===== config.mk =====
export PLATFORM = sky130hd
export DESIGN_NAME = plot_arbiter
export DESIGN_NICKNAME = d
export VERILOG_FILES = /design/src/rtl/plot_arbiter_pkg.sv /design/src/rtl/plot_arbiter_rr_arbiter.sv /design/src/rtl/plot_arbiter.sv
export SDC_FILE = /design/constraint.sdc
export NUM_CORES = 1
export LEC_CHECK = 0
export ABC_AREA = 1
export BUFFER_PORTS_ARGS = -buffer_cell sky130_fd_sc_hd__buf_2
export CORE_MARGIN = 2
export CORE_UTILIZATION = 50
export CTS_CLUSTER_SIZE = 30
export DETAILED_ROUTE_END_ITERATION = 10
export HOLD_SLACK_MARGIN = 0.1
export PLACE_DENSITY = 0.79
export SETUP_SLACK_MARGIN = 0.3
export SLEW_MARGIN = 20
export SYNTH_ARGS = -nofsm -noshare
export SYNTH_HDL_FRONTEND = slang
export SYNTH_SLANG_ARGS = --single-unit

===== constraint.sdc =====
create_clock -name clk -period 2.1 [get_ports clk]
set_input_delay 0.315 -clock clk [delete_from_list [all_inputs] [get_ports clk]]
set_output_delay 0.315 -clock clk [all_outputs]
set_load 0.03 [all_outputs]

===== src/rtl/plot_arbiter_pkg.sv =====
// Shared definitions for the frame-buffer plot arbiter: FSM encoding, colour codes
// and the default tile size. Optional full-screen clear is enabled by PLOT_ARBITER_CLEAR_EN.
package plot_arbiter_pkg;

  typedef enum logic [1:0] {
    IDLE  = 2'd0,
    DRAW  = 2'd1,
    DONE  = 2'd2,
    CLEAR = 2'd3
  } state_t;

  // Colour codes shared with the game controller's colour select.
  localparam logic [2:0] BLACK  = 3'd0;
  localparam logic [2:0] PLAYER = 3'd1;
  localparam logic [2:0] ICE    = 3'd2;

  localparam int DEFAULT_TILE_LOG2 = 2;

endpackage


===== src/rtl/plot_arbiter_rr_arbiter.sv =====
// Combinational round-robin pick: the first asserted request at or after ptr_i
// (wrapping modulo NREQ) wins.
module rr_arbiter #(
  parameter int NREQ = 3,
  parameter int PW   = (NREQ > 1) ? $clog2(NREQ) : 1
) (
  input  logic [NREQ-1:0] req_i,
  input  logic [PW-1:0]   ptr_i,
  output logic [NREQ-1:0] winner_o,
  output logic [PW-1:0]   winner_idx_o,
  output logic            any_req_o
);

  logic          found;
  logic [PW-1:0] cand;

  always_comb begin
    winner_o     = '0;
    winner_idx_o = '0;
    found        = 1'b0;
    cand         = '0;
    for (int i = 0; i < NREQ; i++) begin
      cand = PW'((int'(ptr_i) + i) % NREQ);
      if (!found && req_i[cand]) begin
        found           = 1'b1;
        winner_o[cand]  = 1'b1;
        winner_idx_o    = cand;
      end
    end
  end

  assign any_req_o = |req_i;

endmodule


===== src/rtl/plot_arbiter.sv =====
// Round-robin owner of the VGA write port: latches one requester's tile and plots it
// pixel by pixel. Define PLOT_ARBITER_CLEAR_EN to add the full-screen clear sweep.
module plot_arbiter
  import plot_arbiter_pkg::*;
#(
  parameter int NREQ      = 3,
  parameter int TILE_LOG2 = DEFAULT_TILE_LOG2,
  parameter int TXW       = 5,
  parameter int TYW       = 5,
  parameter int XW        = 8,
  parameter int YW        = 7,
  parameter int CW        = 3
`ifdef PLOT_ARBITER_CLEAR_EN
  ,
  parameter int SCR_W     = 160,
  parameter int SCR_H     = 120
`endif
) (
  input  logic              clk,
  input  logic              reset,
  input  logic [NREQ-1:0]   req,
  input  logic [NREQ*TXW-1:0] tile_x,
  input  logic [NREQ*TYW-1:0] tile_y,
  input  logic [NREQ*CW-1:0]  color,
  output logic [NREQ-1:0]   grant,
  output logic [NREQ-1:0]   done,
  output logic [XW-1:0]     vga_x,
  output logic [YW-1:0]     vga_y,
  output logic [CW-1:0]     vga_color,
  output logic              vga_plot,
  output logic              busy,
`ifdef PLOT_ARBITER_CLEAR_EN
  input  logic              clear_req,
  output logic              clear_done,
`endif
  output state_t            dbg_state
);

  localparam int PW  = (NREQ > 1) ? $clog2(NREQ) : 1;
  localparam int XCW = TXW + TILE_LOG2;
  localparam int YCW = TYW + TILE_LOG2;

  state_t                state_q, state_d;
  logic [PW-1:0]         ptr_q, ptr_d;
  logic [PW-1:0]         win_idx_q, win_idx_d;
  logic [NREQ-1:0]       grant_q, grant_d;
  logic [TXW-1:0]        tx_q, tx_d;
  logic [TYW-1:0]        ty_q, ty_d;
  logic [CW-1:0]         col_q, col_d;
  logic [TILE_LOG2-1:0]  px_q, px_d;
  logic [TILE_LOG2-1:0]  py_q, py_d;
  logic                  clear_mode_q, clear_mode_d;
`ifdef PLOT_ARBITER_CLEAR_EN
  logic [XW-1:0]         cx_q, cx_d;
  logic [YW-1:0]         cy_q, cy_d;
`endif

  logic [NREQ-1:0]       arb_onehot;
  logic [PW-1:0]         arb_idx;
  logic                  arb_any;

  logic [TXW-1:0]        tx_arr [NREQ];
  logic [TYW-1:0]        ty_arr [NREQ];
  logic [CW-1:0]         col_arr [NREQ];

  logic [XCW-1:0]        x_cat;
  logic [YCW-1:0]        y_cat;
  logic [XW-1:0]         x_tile;
  logic [YW-1:0]         y_tile;

  for (genvar g = 0; g < NREQ; g++) begin : g_unpack
    assign tx_arr[g]  = tile_x[g*TXW +: TXW];
    assign ty_arr[g]  = tile_y[g*TYW +: TYW];
    assign col_arr[g] = color[g*CW +: CW];
  end

  rr_arbiter #(.NREQ(NREQ), .PW(PW)) u_rr (
    .req_i        (req),
    .ptr_i        (ptr_q),
    .winner_o     (arb_onehot),
    .winner_idx_o (arb_idx),
    .any_req_o    (arb_any)
  );

  // Pixel address is the tile coordinate with the in-tile offset appended as LSBs.
  assign x_cat = {tx_q, px_q};
  assign y_cat = {ty_q, py_q};

  if (XCW >= XW) begin : g_x_trunc
    assign x_tile = x_cat[XW-1:0];
  end else begin : g_x_ext
    assign x_tile = {{(XW-XCW){1'b0}}, x_cat};
  end

  if (YCW >= YW) begin : g_y_trunc
    assign y_tile = y_cat[YW-1:0];
  end else begin : g_y_ext
    assign y_tile = {{(YW-YCW){1'b0}}, y_cat};
  end

  always_ff @(posedge clk) begin
    if (reset) begin
      state_q      <= IDLE;
      ptr_q        <= '0;
      win_idx_q    <= '0;
      grant_q      <= '0;
      tx_q         <= '0;
      ty_q         <= '0;
      col_q        <= '0;
      px_q         <= '0;
      py_q         <= '0;
      clear_mode_q <= 1'b0;
`ifdef PLOT_ARBITER_CLEAR_EN
      cx_q         <= '0;
      cy_q         <= '0;
`endif
    end else begin
      state_q      <= state_d;
      ptr_q        <= ptr_d;
      win_idx_q    <= win_idx_d;
      grant_q      <= grant_d;
      tx_q         <= tx_d;
      ty_q         <= ty_d;
      col_q        <= col_d;
      px_q         <= px_d;
      py_q         <= py_d;
      clear_mode_q <= clear_mode_d;
`ifdef PLOT_ARBITER_CLEAR_EN
      cx_q         <= cx_d;
      cy_q         <= cy_d;
`endif
    end
  end

  always_comb begin
    state_d      = state_q;
    ptr_d        = ptr_q;
    win_idx_d    = win_idx_q;
    grant_d      = grant_q;
    tx_d         = tx_q;
    ty_d         = ty_q;
    col_d        = col_q;
    px_d         = px_q;
    py_d         = py_q;
    clear_mode_d = clear_mode_q;
`ifdef PLOT_ARBITER_CLEAR_EN
    cx_d         = cx_q;
    cy_d         = cy_q;
`endif
    case (state_q)
      IDLE: begin
`ifdef PLOT_ARBITER_CLEAR_EN
        if (clear_req) begin
          state_d      = CLEAR;
          clear_mode_d = 1'b1;
          cx_d         = '0;
          cy_d         = '0;
        end else
`endif
        if (arb_any) begin
          state_d      = DRAW;
          clear_mode_d = 1'b0;
          win_idx_d    = arb_idx;
          grant_d      = arb_onehot;
          tx_d         = tx_arr[arb_idx];
          ty_d         = ty_arr[arb_idx];
          col_d        = col_arr[arb_idx];
          px_d         = '0;
          py_d         = '0;
        end
      end
      DRAW: begin
        px_d = px_q + 1'b1;
        if (px_q == '1) begin
          py_d = py_q + 1'b1;
          if (py_q == '1) state_d = DONE;
        end
      end
      DONE: begin
        state_d = IDLE;
        // A clear sweep leaves the fairness pointer where it was.
        if (!clear_mode_q) begin
          ptr_d = (win_idx_q == PW'(NREQ-1)) ? '0 : win_idx_q + 1'b1;
        end
      end
`ifdef PLOT_ARBITER_CLEAR_EN
      CLEAR: begin
        cx_d = cx_q + 1'b1;
        if (cx_q == XW'(SCR_W-1)) begin
          cx_d = '0;
          cy_d = cy_q + 1'b1;
          if (cy_q == YW'(SCR_H-1)) state_d = DONE;
        end
      end
`endif
      default: state_d = IDLE;
    endcase
  end

  always_comb begin
    grant     = '0;
    done      = '0;
    vga_plot  = 1'b0;
    vga_x     = '0;
    vga_y     = '0;
    vga_color = '0;
`ifdef PLOT_ARBITER_CLEAR_EN
    clear_done = 1'b0;
`endif
    case (state_q)
      DRAW: begin
        grant     = grant_q;
        vga_plot  = 1'b1;
        vga_x     = x_tile;
        vga_y     = y_tile;
        vga_color = col_q;
      end
      DONE: begin
        if (!clear_mode_q) done = grant_q;
`ifdef PLOT_ARBITER_CLEAR_EN
        else clear_done = 1'b1;
`endif
      end
`ifdef PLOT_ARBITER_CLEAR_EN
      CLEAR: begin
        vga_plot  = 1'b1;
        vga_x     = cx_q;
        vga_y     = cy_q;
        vga_color = CW'(BLACK);
      end
`endif
      default: ;
    endcase
  end

  assign busy      = (state_q != IDLE);
  assign dbg_state = state_q;

endmodule


# [Word level (Yosys, flattened, before mapping)]
# Index checks and enable logic that the tools add are counted.
[word_totals] ff_bits=26 latch_bits=0 mem_bits_rw=0 rom_bits=0 in_bits=44 output_inout_bits=28 wordCells=94 memories=0
[classes] add_sub_neg=5 n_mul=0 n_div=3 magnitude_cmp=7 n_eq_ne=8 shift=0 n_mux=44 n_bitwise=3 n_reduce_logical=15
[ops] operator="modulo 32 x 3 -> 32 bit (second input constant)" n=2
[ops] operator="modulo 3 x 3 -> 32 bit (second input constant)" n=1
[ops] operator="2-to-1 mux 3 bit" n=8
[ops] operator="binary-select mux 5 bit (select 2 bit)" n=2
[ops] operator="2-to-1 mux 5 bit" n=4
[ops] operator="2-to-1 mux 2 bit" n=9
[ops] operator="2-to-1 mux 7 bit" n=2
[ops] operator="one-hot mux 2 bit (2 select lines)" n=3
[ops] operator="less-than comparator 2 x 3 -> 1 bit (second input constant)" n=3
[ops] operator="2-to-1 mux 1 bit" n=9
[ops] operator="== test 2 bit (second input constant)" n=4
[ops] operator="adder 2 x 1 -> 2 bit (second input constant)" n=3
[ops] operator="binary-select mux 1 bit (select 2 bit)" n=3
[ops] operator="binary-select mux 3 bit (select 2 bit)" n=1
[ops] operator="demux 1 bit (select 2 bit)" n=3
[ops] operator="greater-or-equal comparator 2 x 1 -> 1 bit (second input constant)" n=3
[ops] operator="!= test 2 bit (second input constant)" n=3
[ops] operator="OR 3 bit" n=2
[ops] operator="AND reduction 3 bit" n=2
[ops] operator="logical AND 1 bit" n=5
[ops] operator="AND reduction 2 bit" n=2
[ops] operator="nonzero test 2 bit" n=2
[ops] operator="adder 2 x 1 -> 3 bit (second input constant)" n=1
[ops] operator="adder 2 x 2 -> 3 bit (second input constant)" n=1
[ops] operator="6 further kinds" n=7

# [Logic depth before layout (Yosys ltp)]
# Gate-level depths: netlist of run 1.
[depth] word_depth=14 depth_mapped=15 mapped_depth_nobuf=14

# [Hierarchy]
# A second synthesis of run 1 with hierarchy kept.
[unflattened] cells_unflattened=294 area_unflattened_um2=1783.0
[by_module_without_submodules] mod="plot_arbiter" instances=1 cells_each=231 area_per_inst_um2=1466.4 seq_area_each_um2=520.5
[by_module_without_submodules] mod="rr_arbiter" instances=1 cells_each=63 area_per_inst_um2=316.6 seq_area_each_um2=0.0

# [Worst setup path after synthesis of run 1]
# OpenSTA, ideal clock, no wires.
[synth_timing] kind="reg2out" from="register state_q[0] (netlist: dbg_state[0])" to="output port grant[0]" t_arrival_ns=1.999 t_required_ns=1.785 slack_ns=-0.214 stages_incl_launch_ff=6 n_path_buf=1 path_cell_list="dfxtp_1 > inv_1 > nor2_1 > inv_1 > clkbuf_1 > nor2_1"
[synth_via] elab_chain_len=2
[synth_lines] item="from (decl)" line_no="plot_arbiter.sv:43" source="state_t state_q, state_d;"
[synth_lines] item="from (signal assigned)" line_no="plot_arbiter.sv:118" source="state_q <= state_d;"
[synth_lines] item="== test 2 x 1 -> 1 bit" line_no="plot_arbiter.sv:210" source="case (state_q)"
[synth_lines] item="2-to-1 mux 3 bit" line_no="plot_arbiter.sv:210"
[synth_lines] item="to (decl)" line_no="plot_arbiter.sv:25" source="output logic [NREQ-1:0] grant,"
# No other way between the ends.

# [Worst setup path in the final report of run 1]
[layout_timing] from="register ptr_q[0]" to="register win_idx_q[0]"
[layout_via] elab_chain_len=10 word_cells_on_any_way=20 cone_classes="2 x add/sub; 3 x div; 11 x mux; 4 x reduce/logical"
[layout_lines] item="from (decl)" line_no="plot_arbiter.sv:44" source="logic [PW-1:0] ptr_q, ptr_d;"
[layout_lines] item="from (signal assigned)" line_no="plot_arbiter.sv:119" source="ptr_q <= ptr_d;"
[layout_lines] item="branches (longest 9 deep; another with modulo 32 x 3 -> 32 bit)"
[layout_lines] item="2-to-1 mux 2 bit (*)" line_no="plot_arbiter_rr_arbiter.sv:24" source="if (!found && req_i[cand]) begin"
[layout_lines] item="to (signal assigned)" line_no="plot_arbiter.sv:120" source="win_idx_q <= win_idx_d;"
[layout_lines] item="to (decl)" line_no="plot_arbiter.sv:45" source="logic [PW-1:0] win_idx_q, win_idx_d;"
# Every way passes the cells marked *. The select of a mux whose other input is x is not followed.
# A chain may end at the register's enable or synchronous reset.

==> flow_summary.json, run 1 <==
{
  "critical_path.cell_chain": "buf_6, ha_4, clkinv_4, nand2_4, nand3_4, nand2_8, inv_2, nand2_1, nand2_1, inv_2, nand3_4, buf_6, o211ai_1, inv_1",
  "synth.lib_cells_used.distinct": 31,
  "synth_compound_area_share_pct": 14.3,
  "hp-class": "in -> reg",
  "final_antenna_net_count": 0,
  "finClkSkew_ns": 0.00237,
  "synthesis.nets": 359,
  "power_leakage_nw": 1.52,
  "final_min_period_over_clock_period_pct": 96.4,
  "synthesis.yosys.warnings": 0,
  "worst_path_largest_cell_delay_ns": 0.38,
  "setup_repair_after_global_routing_missed_its_margin": "true",
  "synth_largest_area_cell": "sky130_fd_sc_hd__dfxtp_1",
  "setup_total_negative_slack_ns": 0,
  "crit_slowest_cell": "sky130_fd_sc_hd__dfxtp_4",
  "cap_violations": 0,
  "clockBufferDepth": 2,
  "violations": "DRC",
  "fin_total_pwr_mw": 1.42,
  "tightestPinTransition_ns": 0.510,
  "groute.usage.overall_pct": 24.3,
  "cp.arrival_ns": 2.18,
  "insertion_delay_ns": 0.27,
  "core-area_sq_mm": 0.00372,
  "final_layout_size_suffix_gt1_share_pct": 52.5,
  "timing.critical_path.from_type": "flip-flop",
  "grt_start_max_net_pins": 20,
  "finalWeightedCongestion": 0.920,
  "first_pass_iters": 8,
  "dieHeight_um": 66.8,
  "fp.dieW_um": 66.8,
  "number_of_standard_cells_in_the_layout_taps_in_and_fillers_out": 448,
  "io_buffers": 70,
  "largest_family_of_logic_cells_by_synthesized_area": "simple AND/OR/NAND/NOR gates",
  "initial_utilization_pct": 53.0,
  "timing_hold_violations_final": 0,
  "routed-via-count": 2440,
  "run_status": "complete, but fails checks",
  "criticalPathCategory": "reg -> reg",
  "worst-endpoint-required_ns": 2.25,
  "routed_wl_mm": 7.26,
  "power.density_cell_area_mw_per_mm2": 449,
  "ctsHtreeMaxLevel": 1,
  "detailedRoute.firstIterationViolations": 216,
  "clkSlewWorstSetupHoldPaths_ns": 0.09,
  "wire_per_inst_um": 16.2,
  "gr-total-overflow": 0,
  "muxShareOfSynthArea_pct": 0,
  "area_growth_syn_to_layout_pct": 60.1,
  "avgSynthCellArea_sq_um": 6.38,
  "final_max_slew_viol_count": 0,
  "post_synth_fa_ha_maj_area_fraction_pct": 3.81,
  "fp-row-count": 22,
  "fin_nets": 451,
  "hold_slack_ns": 0.331,
  "clock_tree.root_cell": "sky130_fd_sc_hd__clkbuf_8",
  "cts_inserted_buffers": 3,
  "period_needed_ns": 2.02,
  "layout_common_cells": "sky130_fd_sc_hd__buf_2, sky130_fd_sc_hd__inv_1, sky130_fd_sc_hd__nand2_1",
  "tritoncts_clock_tree": "done",
  "clkSinkCount": 26,
  "syn_area_sq_mm": 0.00197,
  "worst_setup_path_end_kind": "flip-flop",
  "remaining_drc_errors": 1,
  "initial_antenna_violation_count": 0,
  "die_area_sq_mm": 0.00446,
  "detail_route.vias_per_cell": 5.45,
  "mostFrequentLayoutCell": "sky130_fd_sc_hd__buf_2",
  "post-dp-hpwl_mm": 3.76,
  "yosys-top-cells-area": "sky130_fd_sc_hd__dfxtp_1, sky130_fd_sc_hd__inv_1, sky130_fd_sc_hd__nor2_1, sky130_fd_sc_hd__nand2_1, sky130_fd_sc_hd__nand3_1",
  "netlist_instances": 309,
  "relSlewSlack_pct": 66.0,
  "synth-xor-area-share_pct": 0,
  "number_of_top_level_design_ports": 72,
  "synth.ff_latch_count": 26,
  "maxClockFrequency_mhz": 494,
  "dp.cells": 420,
  "grt_first_pass_wirelength_mm": 8.45,
  "grt_pass1_vias": 1994,
  "setup_viol": 0,
  "timing.critical_path.fanout_max": 7,
  "post_synth_and_or_nand_nor_area_fraction_pct": 37.5,
  "worst_ir_drop_vdd_uv": 310,
  "synth_top_area_share_pct": 26.4,
  "n_antenna_cell": 0,
  "yosysSeqAreaShare_pct": 26.4
}
[worst paths after layout]
path / from / to / slack (ns) / cells past startpoint
setup / recovery: ptr_q[0] / win_idx_q[0] / 0.08 / 14
hold / removal: tile_y[10] / ty_q[0] / 0.33 / 3
setup reg to reg: ptr_q[0] / win_idx_q[0] / 0.08 / 14
hold reg to reg: py_q[1] / py_q[1] / 0.51 / 2
[layer usage]
| layer | track usage (%) | routed length [um] | share of wire [%] | vias to the layer above |
|---|---|---|---|---|
| met3 | 2.53 | 566 | 7.8 | 24 |
| met1 | 30.4 | 2800 | 39 | 1123 |
| met4 | 7.65 | 253 | 3.5 | 0 |
| li1 | - | - | - | 1137 |
| met5 | 0 | 0 | 0 | - |
| met2 | 43.4 | 3640 | 50 | 156 |
[worst max-delay path: cells and delay by family (launching register included)]
| kind | cells | cell delay (ns) |
|---|---|---|
| DFF | 1 | 0.38 |
| buffers and inverters | 6 | 0.61 |
| AOI/OAI and AO/OA | 1 | 0.14 |
| and+or+nand+nor | 6 | 0.59 |
| adders and majority gates | 1 | 0.18 |
[through the flow]
step                      area, sq um  worst slack [ns]  utilization (%)
after global placement           2520             0.122             67.9
after global routing             3160            0.0294             84.9
final                            3160            0.0757             84.9
after CTS                        2750             0.255             74.0
after detailed placement         2520            0.0894             67.9
after floorplan                  2150             0.333                -
[cell type report]
cell class                 instances  area (sq um)
multi-input combinational        202          1570
timing repair buffer              99           667
sequential                        26           527
inverter                          69           279
clock buffer                       4          55.1
fill                             215           561
tap                               48          60.1
[power by group]
| group | internal, mW | leakage, nW | switching, mW |
|---|---|---|---|
| Combinational | 0.195 | 1.27 | 0.343 |
| Sequential | 0.531 | 0.216 | 0.0188 |
| Clock | 0.168 | 0.0288 | 0.162 |
| Total | 0.894 | 1.52 | 0.524 |
[state kept, by name, summed over array words and instances, names as in the netlist]
| signal | count |
|---|---|
| col_q | 3 |
| ptr_q | 2 |
| tx_q | 5 |
| px_q | 2 |
| ty_q | 5 |
| win_idx_q | 2 |
| py_q | 2 |
| dbg_state | 2 |
| grant_q | 3 |
[Yosys cell counts]
cell type,instances
sky130_fd_sc_hd__inv_1,59
sky130_fd_sc_hd__nor2_1,57
sky130_fd_sc_hd__nand2_1,43
sky130_fd_sc_hd__dfxtp_1,26
sky130_fd_sc_hd__nand3_1,25
sky130_fd_sc_hd__a21oi_1,14
sky130_fd_sc_hd__o21ai_0,11
sky130_fd_sc_hd__a21oi_2,10
sky130_fd_sc_hd__inv_2,10
sky130_fd_sc_hd__nand3_2,10
sky130_fd_sc_hd__ha_1,6
sky130_fd_sc_hd__buf_4,5
sky130_fd_sc_hd__clkbuf_1,4
sky130_fd_sc_hd__a31oi_1,3
sky130_fd_sc_hd__buf_6,3
sky130_fd_sc_hd__nand3b_1,3
sky130_fd_sc_hd__a211oi_1,2
sky130_fd_sc_hd__nand2_2,2
sky130_fd_sc_hd__nand3_4,2
sky130_fd_sc_hd__nor2_2,2
sky130_fd_sc_hd__o31ai_1,2
sky130_fd_sc_hd__buf_2,1
sky130_fd_sc_hd__conb_1,1
sky130_fd_sc_hd__nand2_4,1
sky130_fd_sc_hd__nand3b_2,1
sky130_fd_sc_hd__nand4_1,1
sky130_fd_sc_hd__nor2_8,1
sky130_fd_sc_hd__nor4_1,1
sky130_fd_sc_hd__o211ai_1,1
sky130_fd_sc_hd__o21ai_1,1
sky130_fd_sc_hd__o21ai_2,1
[kinds of logic (layout without fill, tap and decap cells)]
family          after synthesis  count (layout)
compound gates               45              45
fa+ha+maj                     6               6
buf+inv                      82             172
flops                        26              26
other cells                   1               1
simple gates                149             150
[timing repair]
item | in CTS | in global routing
endpoints found under the hold margin | 0 | 0
gates resized for setup | 18 | 59
setup buffers | 9 | 13
hold buffers | 0 | 0
setup endpoints to repair | 31 | 33
cloned | 1 | 1
pin swaps | 15 | 37
(Power assumes the default switching activity.)
==> run 2: changes to the inputs <==
--- a/config.mk
+++ b/config.mk
@@ -12,7 +12,7 @@
 export CTS_CLUSTER_SIZE = 30
 export DETAILED_ROUTE_END_ITERATION = 10
 export HOLD_SLACK_MARGIN = 0.1
-export PLACE_DENSITY = 0.79
+export PLACE_DENSITY = 0.89
 export SETUP_SLACK_MARGIN = 0.3
 export SLEW_MARGIN = 20
 export SYNTH_ARGS = -nofsm -noshare
==> constraint.sdc (replaced) <==
create_clock -name clk -period 1.87 [get_ports clk]
set_input_delay 0.2805 -clock clk [delete_from_list [all_inputs] [get_ports clk]]
set_output_delay 0.2805 -clock clk [all_outputs]
set_load 0.03 [all_outputs]
==> run 2 against run 1 <==
  * The run ends with setup timing left
  * Highest routed layer unchanged
  * Final cell count is 0.67% higher
  * Total power up 18%
  * Clock skew shrank 0.00052 ns
  * Die area is the same
  * Critical path depth fell by 3
  * Combinational power rose by 32%
  * Global-route usage up 11 points
  * Routed wire length grew 31%
==> flow_summary.json, run 2 (synthesis results as in run 1) <==
{
  "clock_tree.root_cell": "sky130_fd_sc_hd__clkbuf_8",
  "fin_nets": 454,
  "final_max_slew_viol_count": 0,
  "hp-class": "in -> reg",
  "gr-total-overflow": 0,
  "die_area_sq_mm": 0.00446,
  "critical_path.reg2reg.startpoint": "ptr_q[0]",
  "dieHeight_um": 66.8,
  "finalWeightedCongestion": 0.922,
  "critical_path.cell_chain": "inv_4, ha_4, inv_4, nor2_1, nand2_1, nand2_2, buf_12, nand3_2, nand3b_1, nand3_2, a21oi_2",
  "cp_num_buf_inv": 3,
  "initial_utilization_pct": 53.0,
  "run_status": "complete, but fails checks",
  "timing_hold_violations_final": 0,
  "tritoncts_clock_tree": "done",
  "setup_viol": 14,
  "detailedRoute.firstIterationViolations": 494,
  "power.density_cell_area_mw_per_mm2": 500,
  "fp-row-count": 22,
  "criticalPathCategory": "reg -> reg",
  "filler_cells_inserted": 158,
  "multi_input_area_sq_mm": 0.00162,
  "setup_repair_after_global_routing_missed_its_margin": "true",
  "area_growth_syn_to_layout_pct": 69.3,
  "cap_violations": 0,
  "first_pass_iters": 7,
  "core-area_sq_mm": 0.00372,
  "worst_setup_path_end_kind": "flip-flop",
  "final_layout_size_suffix_gt1_share_pct": 55.3,
  "post-dp-hpwl_mm": 4.08,
  "setup_total_negative_slack_ns": -1.25,
  "maxClockFrequency_mhz": 501,
  "setup_slack_ns": -0.126,
  "initial_antenna_violation_count": 0,
  "worst_path_dominant_cell_family": "simple AND/OR/NAND/NOR gates",
  "n_antenna_cell": 0,
  "ctsHtreeMaxLevel": 1,
  "period_needed_ns": 2.00,
  "crit_path_launch": "ptr_q[0]",
  "top_signal_layer_used": "met4",
  "fp.dieW_um": 66.8,
  "clkSlewWorstSetupHoldPaths_ns": 0.09,
  "wl_met1_mm": 3.27,
  "timing.critical_path.fanout_max": 7,
  "layout_common_cells": "sky130_fd_sc_hd__inv_1, sky130_fd_sc_hd__buf_2, sky130_fd_sc_hd__nor2_1",
  "final_min_period_over_clock_period_pct": 107,
  "number_of_top_level_design_ports": 72,
  "worst_ir_drop_vdd_uv": 344,
  "detail_route.vias_per_cell": 6.20,
  "crit_slowest_cell": "sky130_fd_sc_hd__dfxtp_4",
  "final_antenna_net_count": 0,
  "groute.usage.overall_pct": 35.1,
  "io_buffers": 70,
  "worst_path_largest_cell_delay_ns": 0.40,
  "mostFrequentLayoutCell": "sky130_fd_sc_hd__inv_1",
  "tightestPinTransition_ns": 0.530,
  "insertion_delay_ns": 0.27,
  "power_leakage_nw": 1.57,
  "top_regs": "tx_q (5), ty_q (5)",
  "grt_first_pass_wirelength_mm": 11.6,
  "clkSinkCount": 26,
  "routed-via-count": 2796,
  "met3RoutedLength_mm": 1.04,
  "finClkSkew_ns": 0.00185,
  "grt_pass1_vias": 2399,
  "cp.arrival_ns": 2.21,
  "violations": "setup timing",
  "place_ws_ns": -0.0448,
  "relSlewSlack_pct": 64.7,
  "timing.critical_path.from_type": "flip-flop",
  "worst-endpoint-required_ns": 2.08,
  "remaining_drc_errors": 0,
  "register_area_sq_um": 533,
  "routed_wl_mm": 9.54,
  "grt_start_max_net_pins": 20,
  "clockBufferDepth": 2,
  "holdCritStartpoint": "color[6]",
  "cts_inserted_buffers": 3,
  "wire_per_inst_um": 21.2,
  "wl_met2_mm": 4.60,
  "post_cts_hold_buffer_count": 0
}
-- run 2: final cells by class --
| type | count | share of cell area (%) |
|---|---|---|
| inverter | 69 | 8.51 |
| clock buffer | 4 | 1.35 |
| tap | 48 | 1.80 |
| sequential | 26 | 16.0 |
| multi-input combinational | 204 | 48.6 |
| timing repair buffer | 100 | 23.7 |
-- run 2: worst min-delay path: cells and delay by family --
| kind | cells | cell delay (ns) |
|---|---|---|
| buf+inv | 1 | 0.09 |
| compound gates | 2 | 0.19 |
-- run 2: metal layers --
| metal | up-vias | global-route usage, % |
|---|---|---|
| li1 | 1152 | - |
| met3 | 80 | 4.05 |
| met4 | 0 | 19.1 |
| met2 | 254 | 61.0 |
| met5 | - | 0 |
| met1 | 1310 | 41.9 |
-- run 2: worst paths after layout --
kind | cells after the start | to | slack [ns]
worst max-delay path | 11 | col_q[1] | -0.13
worst max register to register | 11 | col_q[1] | -0.13
worst min-delay path | 3 | col_q[0] | 0.32
worst min register to register | 2 | win_idx_q[1] | 0.55
-- run 2: power by group --
part | leakage [nW] | internal [mW] | switching, mW
Combinational | 1.33 | 0.269 | 0.445
Sequential | 0.217 | 0.594 | 0.0264
Clock | 0.0228 | 0.153 | 0.181
Total | 1.57 | 1.02 | 0.652
-- run 2: repair_timing --
| action | in CTS | in global routing |
|---|---|---|
| gates cloned | 3 | 1 |
| pin swaps | 8 | 28 |
| endpoints found under the hold margin | 0 | 0 |
| setup endpoints to repair | 36 | 43 |
| setup buffers | 16 | 7 |
| gates resized for setup | 48 | 67 |
-- run 2: through the flow --
stage | hold slack, ns | total power [mW] | cells | utilization, % | instance area [sq um]
after floorplan | 0.454 | 1.01 | 309 | - | 2260
after global placement | 0.474 | 1.11 | 420 | 70.0 | 2600
after detailed placement | 0.485 | 1.13 | 420 | 70.0 | 2600
after CTS | 0.285 | 1.53 | 443 | 81.0 | 3010
after global routing | 0.318 | 1.72 | 451 | 89.8 | 3340
final | 0.316 | 1.67 | 451 | 89.8 | 3340
==> run 3: changes to the inputs <==
--- a/config.mk
+++ b/config.mk
@@ -7,7 +7,7 @@
 export LEC_CHECK = 0
 export ABC_AREA = 1
 export BUFFER_PORTS_ARGS = -buffer_cell sky130_fd_sc_hd__buf_2
-export CORE_MARGIN = 2
+export CORE_MARGIN = 10
 export CORE_UTILIZATION = 50
 export CTS_CLUSTER_SIZE = 30
 export DETAILED_ROUTE_END_ITERATION = 10
==> run 3 against run 2 <==
  * The run still ends with setup timing left
  * Core utilization decreased by 3.8 points
  * Global-route usage decreased by 14 points
  * Combinational power decreased by 4.5%
  * Flip-flop and latch count unchanged
  * Fmax decreased by 7.2%
  * Register-to-register slack got worse by 0.15 ns
  * Total power decreased by 1.4%
  * Hold slack got worse by 0.035 ns
  * Critical path type unchanged
  * Via count decreased by 4.7%
==> flow_summary.json, run 3 (synthesis results as in run 1) <==
{
  "mostFrequentLayoutCell": "sky130_fd_sc_hd__inv_1",
  "layout_common_cells": "sky130_fd_sc_hd__inv_1, sky130_fd_sc_hd__buf_2, sky130_fd_sc_hd__nand2_1",
  "finalWeightedCongestion": 0.892,
  "run_status": "complete, but fails checks",
  "worst_ir_drop_vdd_uv": 327,
  "final_max_slew_viol_count": 0,
  "hp-class": "in -> reg",
  "ctsHtreeMaxLevel": 1,
  "io_buffers": 70,
  "post-dp-hpwl_mm": 4.55,
  "final_cell_area_sq_mm": 0.00322,
  "r2r_setup_slk_ns": -0.28,
  "final_layout_size_suffix_gt1_share_pct": 49.9,
  "grt_pass1_vias": 2430,
  "first_pass_iters": 7,
  "initial_antenna_violation_count": 0,
  "number_of_top_level_design_ports": 72,
  "setup_repair_after_global_routing_missed_its_margin": "true",
  "final_antenna_net_count": 0,
  "power.density_cell_area_mw_per_mm2": 511,
  "worst_setup_path_end_kind": "flip-flop",
  "groute.usage.overall_pct": 20.9,
  "register_area_sq_um": 533,
  "finClkSkew_ns": 0.00265,
  "clock_tree.root_cell": "sky130_fd_sc_hd__clkbuf_8",
  "timing.critical_path.fanout_max": 6,
  "timing.critical_path.from_type": "flip-flop",
  "fin_nets": 456,
  "setup_slack_ns": -0.280,
  "fin_util_pct": 86.0,
  "detailed_place.area_sq_mm": 0.00259,
  "maxClockFrequency_mhz": 465,
  "gr-total-overflow": 0,
  "fp-row-count": 22,
  "hold_slack_ns": 0.282,
  "timing_hold_violations_final": 0,
  "grt_start_max_net_pins": 20,
  "cp.arrival_ns": 2.30,
  "relSlewSlack_pct": 66.5,
  "clockBufferDepth": 2,
  "clkSinkCount": 26,
  "final_min_period_over_clock_period_pct": 115,
  "post_cts_hold_buffer_count": 0,
  "cts_inserted_buffers": 3,
  "insertion_delay_ns": 0.28,
  "initial_utilization_pct": 52.6,
  "dp.cells": 420,
  "tritoncts_clock_tree": "done",
  "power_leakage_nw": 1.51,
  "core-area_sq_mm": 0.00374,
  "die_area_sq_mm": 0.00685,
  "clkSlewWorstSetupHoldPaths_ns": 0.09,
  "criticalPathCategory": "reg -> reg",
  "area_growth_syn_to_layout_pct": 63.3,
  "fin_total_pwr_mw": 1.65,
  "violations": "setup timing",
  "setup_total_negative_slack_ns": -2.85,
  "filler_cells_inserted": 186,
  "wire_per_inst_um": 19.8,
  "detail_route.vias_per_cell": 5.88,
  "n_antenna_cell": 0,
  "tightestPinTransition_ns": 0.503,
  "place_ws_ns": -0.0269,
  "grt_first_pass_wirelength_mm": 11.5,
  "routed_wl_mm": 8.95,
  "period_needed_ns": 2.15,
  "top_regs": "tx_q (5), ty_q (5)",
  "multi_input_area_sq_mm": 0.00149,
  "remaining_drc_errors": 0,
  "dieHeight_um": 82.8,
  "worst-endpoint-required_ns": 2.02,
  "fp.dieW_um": 82.8,
  "cap_violations": 0,
  "routed-via-count": 2665,
  "detailedRoute.firstIterationViolations": 350,
  "setup_viol": 16,
  "number_of_standard_cells_in_the_layout_taps_in_and_fillers_out": 453
}
run 3: worst paths after layout:
| path | startpoint | end | depth (start not counted) |
|---|---|---|---|
| setup / recovery | ptr_q[0] | tx_q[3] | 12 |
| hold / removal | color[6] | col_q[0] | 3 |
| setup reg to reg | ptr_q[0] | tx_q[3] | 12 |
| hold reg to reg | py_q[1] | py_q[1] | 2 |
run 3: power breakdown:
part	internal, mW	switching (mW)
logic	0.269	0.413
clock network	0.153	0.193
registers	0.594	0.0227
run 3: per-layer routing:
| metal | vias to the layer above | global-route usage [%] | routed length (um) |
|---|---|---|---|
| met3 | 68 | 3.66 | 974 |
| met4 | 0 | 10.4 | 599 |
| li1 | 1151 | - | - |
| met2 | 232 | 37.0 | 4180 |
| met5 | - | 0 | 0 |
| met1 | 1214 | 23.6 | 3200 |
run 3: layout make-up:
type / instances / share of cell area [%]
timing repair buffer: 102 / 25.3
sequential: 26 / 16.6
multi-input combinational: 204 / 46.2
tap: 48 / 1.87
inverter: 69 / 8.67
clock buffer: 4 / 1.40
run 3: critical path, cell delays in order (launching register included):
cell                      delay [ns]
sky130_fd_sc_hd__dfxtp_4        0.41
sky130_fd_sc_hd__inv_4          0.05
sky130_fd_sc_hd__ha_4           0.31
sky130_fd_sc_hd__inv_4          0.06
sky130_fd_sc_hd__nor2_1         0.11
sky130_fd_sc_hd__nand2_1        0.11
sky130_fd_sc_hd__nand2_2        0.10
sky130_fd_sc_hd__nand4_1        0.25
sky130_fd_sc_hd__nand3_4        0.17
sky130_fd_sc_hd__buf_6          0.15
sky130_fd_sc_hd__nor2_1         0.05
sky130_fd_sc_hd__nor2_1         0.17
sky130_fd_sc_hd__a21oi_2        0.09
run 3: timing repair:
| action | in CTS | in global routing |
|---|---|---|
| cloned | 2 | 2 |
| buffers inserted | 16 | 9 |
| gates resized for setup | 48 | 48 |
| hold endpoints to repair | 0 | 0 |
| setup endpoints to repair | 37 | 42 |
| pin swaps | 11 | 23 |
